**config.mk**
```make
export PLATFORM = sky130hd
export DESIGN_NAME = sw_debounce
export DESIGN_NICKNAME = d
export VERILOG_FILES = /design/src/rtl/sw_debounce.sv
export SDC_FILE = /design/constraint.sdc
export NUM_CORES = 1
export LEC_CHECK = 0
export ABC_AREA = 1
export BUFFER_PORTS_ARGS = -buffer_cell sky130_fd_sc_hd__buf_4
export CORE_ASPECT_RATIO = 1.5
export CORE_MARGIN = 2
export CORE_UTILIZATION = 44
export DETAILED_ROUTE_END_ITERATION = 10
export GPL_TIMING_DRIVEN = 0
export PLACE_DENSITY_LB_ADDON = 0.2
export SLEW_MARGIN = 20
export SYNTH_ARGS = -nofsm -noshare
export SYNTH_HDL_FRONTEND = slang
export SYNTH_SLANG_ARGS = --single-unit
```
**constraint.sdc**
```tcl
create_clock -name clk -period 1.6 [get_ports clk]
set_input_delay 0.32 -clock clk [delete_from_list [all_inputs] [get_ports clk]]
set_output_delay 0.32 -clock clk [all_outputs]
set_load 0.005 [all_outputs]
```
**src/rtl/sw_debounce.sv**
```systemverilog
// Two-flop synchroniser and per-bit debouncer for the board slide switches.
// Produces a registered stable vector plus one-cycle rise/fall/change pulses.
module sw_debounce #(
    parameter int WIDTH         = 9,
    parameter int STABLE_CYCLES = 16,
    parameter int CNT_W         = 20
) (
    input  logic             clk,
    input  logic             rst,
    input  logic [WIDTH-1:0] sw_raw,
    output logic [WIDTH-1:0] sw,
    output logic [WIDTH-1:0] sw_rise,
    output logic [WIDTH-1:0] sw_fall,
    output logic             sw_chg
);

    localparam logic [CNT_W-1:0] LAST = CNT_W'(STABLE_CYCLES - 1);

    logic [WIDTH-1:0] sync1;
    logic [WIDTH-1:0] sync2;
    logic [CNT_W-1:0] cnt [WIDTH];
    logic [WIDTH-1:0] hit;

    // hit[i]: bit i has differed for the full window and flips on this edge
    always_comb begin
        hit = '0;
        for (int unsigned i = 0; i < WIDTH; i++) begin
            hit[i] = (sync2[i] != sw[i]) && (cnt[i] == LAST);
        end
    end

    always_ff @(posedge clk) begin
        if (rst) begin
            sync1   <= '0;
            sync2   <= '0;
            sw      <= '0;
            sw_rise <= '0;
            sw_fall <= '0;
            sw_chg  <= 1'b0;
            for (int unsigned i = 0; i < WIDTH; i++) begin
                cnt[i] <= '0;
            end
        end else begin
            sync1 <= sw_raw;
            sync2 <= sync1;
            for (int unsigned i = 0; i < WIDTH; i++) begin
                if ((sync2[i] == sw[i]) || hit[i]) begin
                    cnt[i] <= '0;
                end else begin
                    cnt[i] <= cnt[i] + CNT_W'(1);
                end
            end
            sw      <= sw ^ hit;
            sw_rise <= hit & sync2;
            sw_fall <= hit & ~sync2;
            sw_chg  <= |hit;
        end
    end

endmodule

```
## Word level (Yosys, flattened, before mapping)

Memories as Yosys holds them, arrays and structs flattened.
Cells that the tools add are included.

- Flip-flop bits (word level): 46
- Latch bits: 0
- Bits in writable memories: 180
- Bits in read-only memories: 0
- Input port bits: 11
- Logic and storage cells: 158
- Memories: 1

Memories:

| memory | depth | bits a word | rd ports | clocked after memory_dff | wr ports | RTL line | RTL |
|---|---|---|---|---|---|---|---|
| cnt | 9 | 20 | 9 | 0 | 9 | 21 | `logic [CNT_W-1:0] cnt [WIDTH];` |

- $add $sub $neg: 9
- Multipliers: 0
- Div/mod/pow operators: 0
- $lt $le $gt $ge: 0
- Equality and inequality tests: 27
- Shifts and indexed selects: 0
- Mux-type cells: 74
- Bitwise operators: 22
- Reduce and logical (&&, ||, !) cells: 19

Operator list:

| kind | count |
|---|---|
| two-way mux 20 bit | 18 |
| adder 20 x 1 -> 20 bit (second input constant) | 9 |
| equality test 20 x 4 -> 1 bit (second input constant) | 9 |
| two-way mux 1 bit | 56 |
| AND 9 bit | 2 |
| OR 1 bit | 18 |
| equality test 1 bit | 9 |
| logical AND 1 bit | 9 |
| logical OR 1 bit | 9 |
| != test 1 bit | 9 |
| inverter 9 bit | 1 |
| OR reduction 9 bit | 1 |
| bitwise XOR 9 bit | 1 |

## Longest topological paths before layout

Gate-level depths: netlist (run 1).

- Word-level depth: 8
- Depth in mapped cells: 10
- Mapped depth without buffers: 10

## Worst setup path after synthesis (run 1)

OpenSTA, ideal clock, no wires.

- Kind: register to register
- From: mem cnt[2][0]
- To: mem cnt[2][13], data pin
- Library setup time: 0.261 ns
- Data arrival time: 1.384 ns
- Path slack: -0.044 ns
- Stages on the path, launching flop included: 10
- Path buffers: 1
- Cells stage by stage: edfxtp_1 ha_1 nand2_1 inv_1 nand2_1 nor2_1 nand3_2 nand2_2 buf_4 nor3_1

RTL lines:

| what | RTL line |
|---|---|
| from (decl) | 21 |

==> results of run 1 <==
## how the worst max path moves through the flow
stage | slack [ns] | start | end | cells after the start
2_1_floorplan | -0.01 | cnt[0][0] | cnt[0][16] | 8
3_3_place_gp | -0.56 | rst | sync1[8] | 4
3_5_place_dp | -0.59 | rst | sync1[3] | 4
4_1_cts | -0.09 | cnt[2][0] | cnt[2][5] | 9
5_1_grt | -0.23 | cnt[7][0] | cnt[7][13] | 8
6_report | -0.10 | cnt[7][11] | cnt[7][15] | 7
## state kept, by name, indices dropped and copies added (netlist names), named ones only
register / cells
cnt: 180
sw_fall: 9
sw_chg: 1
sync1: 9
sync2: 9
sw_rise: 9
## cells by family after synthesis
family	synth area share, %
AND/OR/NAND/NOR	29.67
other	0.03088
AO/OA/AOI/OAI	6.429
buffers and inverters	7.243
adder cells (fa/ha/maj)	0.9273
XOR/XNOR	3.606
flip-flops	52.09
## metrics by stage
step	area (sq um)	hold WS [ns]	util [%]	total power, mW
after floorplan	12850	0.3883	-	7.294
after global placement	13560	0.3903	49.81	7.465
after detailed placement	13560	0.3943	49.81	7.482
after CTS	15850	0.006700	58.21	13.32
after global routing	17270	0.02331	63.44	13.89
final	17270	0.01712	63.44	13.40
## power by group through the flow
stage | Sequential, mW | Combinational, mW | Clock [mW]
global route | 6.79 | 1.10 | 6.00
global placement | 6.88 | 0.588 | 0
detailed placement | 6.89 | 0.596 | 0
floorplan | 6.83 | 0.468 | 0
CTS | 6.75 | 0.785 | 5.78
finish | 6.77 | 0.980 | 5.65
## timing repair
action / in CTS / in global routing
pin swaps: 44 / 71
resized for setup: 171 / 238
hold buffers: 6 / 0
gates cloned: 5 / 4
buffers inserted: 97 / 69
endpoints found under the hold margin: 6 / 0
setup endpoints to repair: 188 / 190
## cell usage in the layout (no fill, tap or decap), types with 7 or more instances in the layout
cell / count
nor3_1: 33
nor3b_2: 10
ha_4: 7
a21oi_2: 21
clkbuf_16: 29
nand2_2: 24
inv_4: 7
conb_1: 180
clkinv_2: 7
nand3_1: 65
nor2_4: 39
a21oi_1: 73
o21ai_1: 10
edfxtp_1: 180
dfxtp_1: 46
o21ai_2: 13
inv_2: 13
nand2_1: 221
nor2_1: 176
nand2_4: 13
nor2_2: 57
xnor2_1: 14
nor3_2: 35
inv_1: 188
nand4_1: 42
xor2_1: 35
buf_6: 26
o21ai_0: 11
nor3_4: 11
nand3_2: 16
o21a_1: 9
nand3_4: 15
buf_4: 184
## final cells by class
cell class / instances / area share [%]
multi-input combinational: 1177 / 40.39
tap: 342 / 2.478
buffer: 15 / 0.9637
timing repair buffer: 214 / 10.20
sequential: 226 / 36.64
clock inverter: 9 / 0.4275
clock buffer: 35 / 4.195
inverter: 210 / 4.710
## worst min-delay path: stages
cell and delay [ns]:
buf_4 0.09, inv_1 0.03, nor2_1 0.07
## per-layer routing
metal	vias up	share of wire (%)
met3	59	3.3
met5	-	0
met1	5080	38
met4	0	3.4
met2	178	55
li1	5490	-
==> results.json, run 1 <==
{
  "status": "finished, violations left",
  "violated_checks": "negative setup slack",
  "hold_viol_final": 0,
  "worst_path_dominant_cell_family": "simple AND/OR/NAND/NOR gates",
  "dp_hpwl_um": 18680,
  "postSynthCellCount": 1448,
  "rr_worst_depth": 7,
  "clock_root_buffer_master": "clkbuf_16",
  "detailedRoute.firstPassIterationCount": 5,
  "grt_usage_pct": 19.14,
  "worst_skew_pair.late_latency_ns": 0.53,
  "drt-vias-per-instance": 4.851,
  "dp_worst_setup_slack_ns": -0.5932,
  "fin_worst_skew_ns": 0.01187,
  "power.internal_mw": 10.25,
  "finalCritPeriodShare_pct": 106.4,
  "proportion_of_synthesized_chip_area_in_sequential_cells_pct": 52.09,
  "synth_top_area_share_pct": 44.51,
  "clock_tree_from_tritoncts": "yes",
  "r2r_path_start": "cnt[7][11]",
  "static_leakage_nw": 7.187,
  "switching_share_pct": 23.49,
  "globalplace.congestion": 0.8505,
  "hold_path_class": "input pin to flop",
  "final_stage_net_count": 1888,
  "antenna_cells": 0,
  "num_rows": 74,
  "numPortBuffers": 38,
  "cts_buffer_depth": 3,
  "grt_pass1_wl_um": 46370,
  "post-synth-top-area-cell": "edfxtp_1",
  "vias_in_the_first_global_route": 10220,
  "worst_ep_arrival_time_ns": 1.97,
  "setup_slack_ns": -0.1020,
  "globalRoute.totalOverflow": 0,
  "multiInputGateArea_sq_um": 6974,
  "drt_drc_violations_left": 0,
  "p_per_area_nw_per_um2": 775.9,
  "slew-limit-headroom_pct": 41.37,
  "timing_worst_slew_pin_value_ns": 0.8794,
  "slew_violations": 0,
  "crit_path_max_incr_delay_ns": 0.43,
  "routedWlPerCell_um": 13.34,
  "crit_path_top_delay_cell": "edfxtp_1",
  "yosysMostFrequentCell": "nor2_1",
  "worstPathCellList": "inv_1 -> nand3_1 -> nor2_2 -> nand3b_1 -> buf_4 -> nand3_2 -> nor3_1",
  "yosysWarnings": 0,
  "postSynth.asyncResetShare_pct": 0,
  "irDropWorstVdd_mv": 0.7000,
  "synth_cell_type_count": 39,
  "dieHeight_um": 207.5,
  "post-place-cells": 2007,
  "syn_area_per_cell_sq_um": 8.387,
  "synth-edff-count": 180,
  "clock-sinks": 226,
  "globalRoute.busiestLayer": "met2",
  "timing.setup.tns_ns": -4.438,
  "dominantRegCellSynth": "edfxtp_1",
  "r2r-end": "cnt[7][15]",
  "grt.met2_usage_pct": 35.97,
  "ctsHtreeMaxLevel": 1,
  "detailroute.via_count": 10810,
  "worst_setup_path_end_kind": "flop",
  "worst_path_bufs_invs": 2,
  "power.switching_mw": 3.147,
  "global_route.usage.met3_pct": 2.537,
  "min_delay_path_depth": 3,
  "period_needed_ns": 1.702,
  "yosys_register_bits": 226,
  "floorplan.die_area_sq_um": 28970,
  "number_of_cts_inserted_buffers": 24,
  "synth_area_leaders": "edfxtp_1 (45%), nor2_1 (7.9%), nand2_1 (7.6%)",
  "timing.max_cap.violations": 0,
  "grt_setup_unrepaired": "yes",
  "pin_count_of_the_biggest_net_entering_global_routing": 15,
  "rrSetupSlack_ns": -0.10,
  "routed_wl_um": 29710,
  "chipWidth_um": 139.6,
  "grt_antenna_before_repair": 0,
  "report.final.setup_viol": 83,
  "syn-cell-area_sq_um": 12140,
  "synth.cells.most_frequent": "nor2_1 (257), nand2_1 (247), inv_1 (207), edfxtp_1 (180), a21oi_1 (94)",
  "worst_setup_hold_path_clk_slew_ns": 0.06,
  "hp-start": "sw_raw[6]",
  "pwr-share-comb_pct": 7.3,
  "sequential_share_of_power_pct": 50.5,
  "crit_type": "flop to flop",
  "drt_first_iter_violations": 531,
  "ios": 39,
  "fillers": 2239,
  "ant_nets": 0,
  "critPathLaunchType": "flop",
  "crit_fanout": 5,
  "pwr-share-clk_pct": 42.2,
  "initial_core_util_pct": 44.61,
  "area.sequential_sq_um": 6326,
  "fmax_mhz": 587.6,
  "layout-drive-gt1-share_pct": 29.80,
  "worst-endpoint-required_ns": 1.87,
  "areaGrowthSynthToFinish_pct": 42.19,
  "placeableCoreArea_sq_um": 27220,
  "grt.met1_usage_pct": 21.27,
  "finish.cell_count_without_fillers": 2228,
  "worstHoldEndpoint": "sync1[6]"
}
No activity file was read; power rests on OpenSTA's default activity.
==> inputs of run 2 (changes only) <==
--- a/config.mk
+++ b/config.mk
@@ -11,7 +11,7 @@
 export CORE_MARGIN = 2
 export CORE_UTILIZATION = 44
 export DETAILED_ROUTE_END_ITERATION = 10
-export GPL_TIMING_DRIVEN = 0
+export GPL_TIMING_DRIVEN = 1
 export PLACE_DENSITY_LB_ADDON = 0.2
 export SLEW_MARGIN = 20
 export SYNTH_ARGS = -nofsm -noshare
==> run 2 against run 1 <==
Effect of this change:
- the run still ends with negative setup slack left
- combinational power increased by 12%
- sequential power down 0.6%
- global-route usage fell by 0.60 points
- largest cell class unchanged
==> results.json, run 2 (synthesis results as in run 1) <==
{
  "post_detailed_placement_cell_area_sq_um": 14950,
  "worst_setup_path_end_kind": "flop",
  "worst_skew_pair.late_latency_ns": 0.53,
  "drt_drc_violations_left": 0,
  "clock_root_buffer_master": "clkbuf_16",
  "pwr-share-comb_pct": 8.0,
  "finish.cell_count_without_fillers": 2321,
  "ant_nets": 0,
  "antenna_cells": 0,
  "routedWlPerCell_um": 12.82,
  "fmax_mhz": 603.1,
  "r2r_path_start": "cnt[2][0]",
  "slew_violations": 0,
  "worstSetupStartpoint": "cnt[2][0]",
  "routed_wl_um": 29760,
  "post-route-util_pct": 66.18,
  "initial_core_util_pct": 44.61,
  "grt_usage_pct": 18.54,
  "post-place-cells": 2181,
  "hold_path_class": "input pin to flop",
  "ios": 39,
  "worst-endpoint-required_ns": 1.88,
  "static_leakage_nw": 7.579,
  "grt_pass1_wl_um": 45460,
  "irDropWorstVdd_mv": 0.8283,
  "timing.max_cap.violations": 0,
  "r2r-end": "cnt[2][3]",
  "clock-sinks": 226,
  "chipWidth_um": 139.6,
  "violated_checks": "negative setup slack",
  "areaGrowthSynthToFinish_pct": 48.34,
  "crit_fanout": 5,
  "critPathLaunchType": "flop",
  "rrSetupSlack_ns": -0.06,
  "rr_worst_depth": 9,
  "worst_ep_arrival_time_ns": 1.93,
  "power.internal_mw": 10.59,
  "layout-drive-gt1-share_pct": 33.70,
  "area.sequential_sq_um": 6326,
  "num_rows": 74,
  "dp_hpwl_um": 19730,
  "sequential_share_of_power_pct": 48.9,
  "drt-vias-per-instance": 4.773,
  "finalCritPeriodShare_pct": 103.6,
  "fillers": 2241,
  "most_used_cells_in_the_layout_excluding_fill_and_tap_cells": "buf_4 (281), nand2_1 (213), nor2_1 (185)",
  "registers.top_by_ff_count": "cnt",
  "ctsHtreeMaxLevel": 1,
  "fin_total_pwr_mw": 13.76,
  "detailedRoute.firstPassIterationCount": 5,
  "status": "finished, violations left",
  "crit_type": "flop to flop",
  "timing.setup.tns_ns": -1.459,
  "largest_reg_flops": 180,
  "pin_count_of_the_biggest_net_entering_global_routing": 21,
  "drt_first_iter_violations": 461,
  "period_needed_ns": 1.658,
  "number_of_cts_inserted_buffers": 24,
  "vias_in_the_first_global_route": 10420,
  "grt_antenna_before_repair": 0,
  "clock_tree_from_tritoncts": "yes",
  "report.final.setup_viol": 65,
  "p_per_area_nw_per_um2": 763.8,
  "floorplan.die_area_sq_um": 28970,
  "setup_slack_ns": -0.05820,
  "hold_viol_final": 0,
  "placeableCoreArea_sq_um": 27220,
  "grt_setup_unrepaired": "yes",
  "dieHeight_um": 207.5,
  "most_common_cell_after_layout_fill_and_taps_aside": "buf_4",
  "cts_buffer_depth": 3,
  "power.switching_mw": 3.171,
  "globalRoute.totalOverflow": 0,
  "globalplace.congestion": 0.8524,
  "detailroute.via_count": 11080,
  "stdcell_area_sq_um": 18010,
  "fin_worst_skew_ns": 0.01956,
  "pwr-share-clk_pct": 43.1,
  "numPortBuffers": 38,
  "critPathCapture": "cnt[2][3]",
  "switching_share_pct": 23.05,
  "final_stage_net_count": 1981,
  "multiInputGateArea_sq_um": 6882,
  "worst_setup_hold_path_clk_slew_ns": 0.06
}
-- run 2: what timing repair did --
item / CTS / global route
resized for setup: 75 / 297
setup buffers: 19 / 62
cloned: 0 / 10
setup endpoints to repair: 117 / 172
pin swaps: 32 / 93
hold buffers: 7 / 0
endpoints found under the hold margin: 7 / 0
-- run 2: power groups by stage --
stage          Combinational (mW)  Sequential, mW  Clock [mW]
3_3_place_gp                0.795            6.83           0
5_1_grt                      1.23            6.76        6.30
4_1_cts                     0.863            6.72        6.09
2_1_floorplan               0.468            6.83           0
3_5_place_dp                0.807            6.84           0
6_report                     1.10            6.73        5.93
-- run 2: worst min-delay path by stage --
stage                         start       end  slack (ns)  depth (start not counted)
after global routing      sw_raw[2]  sync1[2]        0.02                          3
after global placement     sync1[0]  sync2[0]        0.39                          2
after CTS                 sw_raw[2]  sync1[2]       0.007                          3
after floorplan            sync1[0]  sync2[0]        0.39                          2
final                     sw_raw[2]  sync1[2]        0.02                          3
after detailed placement   sync1[8]  sync2[8]        0.39                          2
-- run 2: cell type report --
type / count / share of cell area (%)
multi-input cells: 1177 / 38.20
flip-flops and latches: 226 / 35.12
repair buffers: 322 / 15.09
inverters: 210 / 4.445
clock buffers: 31 / 4.063
well taps: 342 / 2.375
clock inverters: 13 / 0.7154
-- run 2: critical path, cell delays in order (launching register included) --
cell      delay (ns)
edfxtp_1        0.38
ha_2            0.20
nand2_2         0.07
inv_4           0.09
nand2_4         0.07
nor2_4          0.14
nand3_4         0.15
nand2_4         0.14
buf_12          0.13
nor3b_2         0.04
-- run 2: layer usage --
metal / share of wire (%) / up-vias / GRT usage [%] / routed length, um
met5: 0 / - / 0 / 0
met2: 55 / 160 / 36.00 / 16420
li1: - / 5660 / - / -
met4: 2.7 / 0 / 5.552 / 789
met3: 2.7 / 54 / 2.261 / 812
met1: 39 / 5203 / 20.93 / 11740
-- run 2: stage by stage --
| step | worst slack (ns) | hold slack, ns |
|---|---|---|
| floorplan | -0.009864 | 0.3883 |
| global placement | -0.1789 | 0.3900 |
| detailed placement | -0.2196 | 0.3941 |
| CTS | -0.08348 | 0.007265 |
| global route | -0.1735 | 0.01890 |
| finish | -0.05820 | 0.01832 |
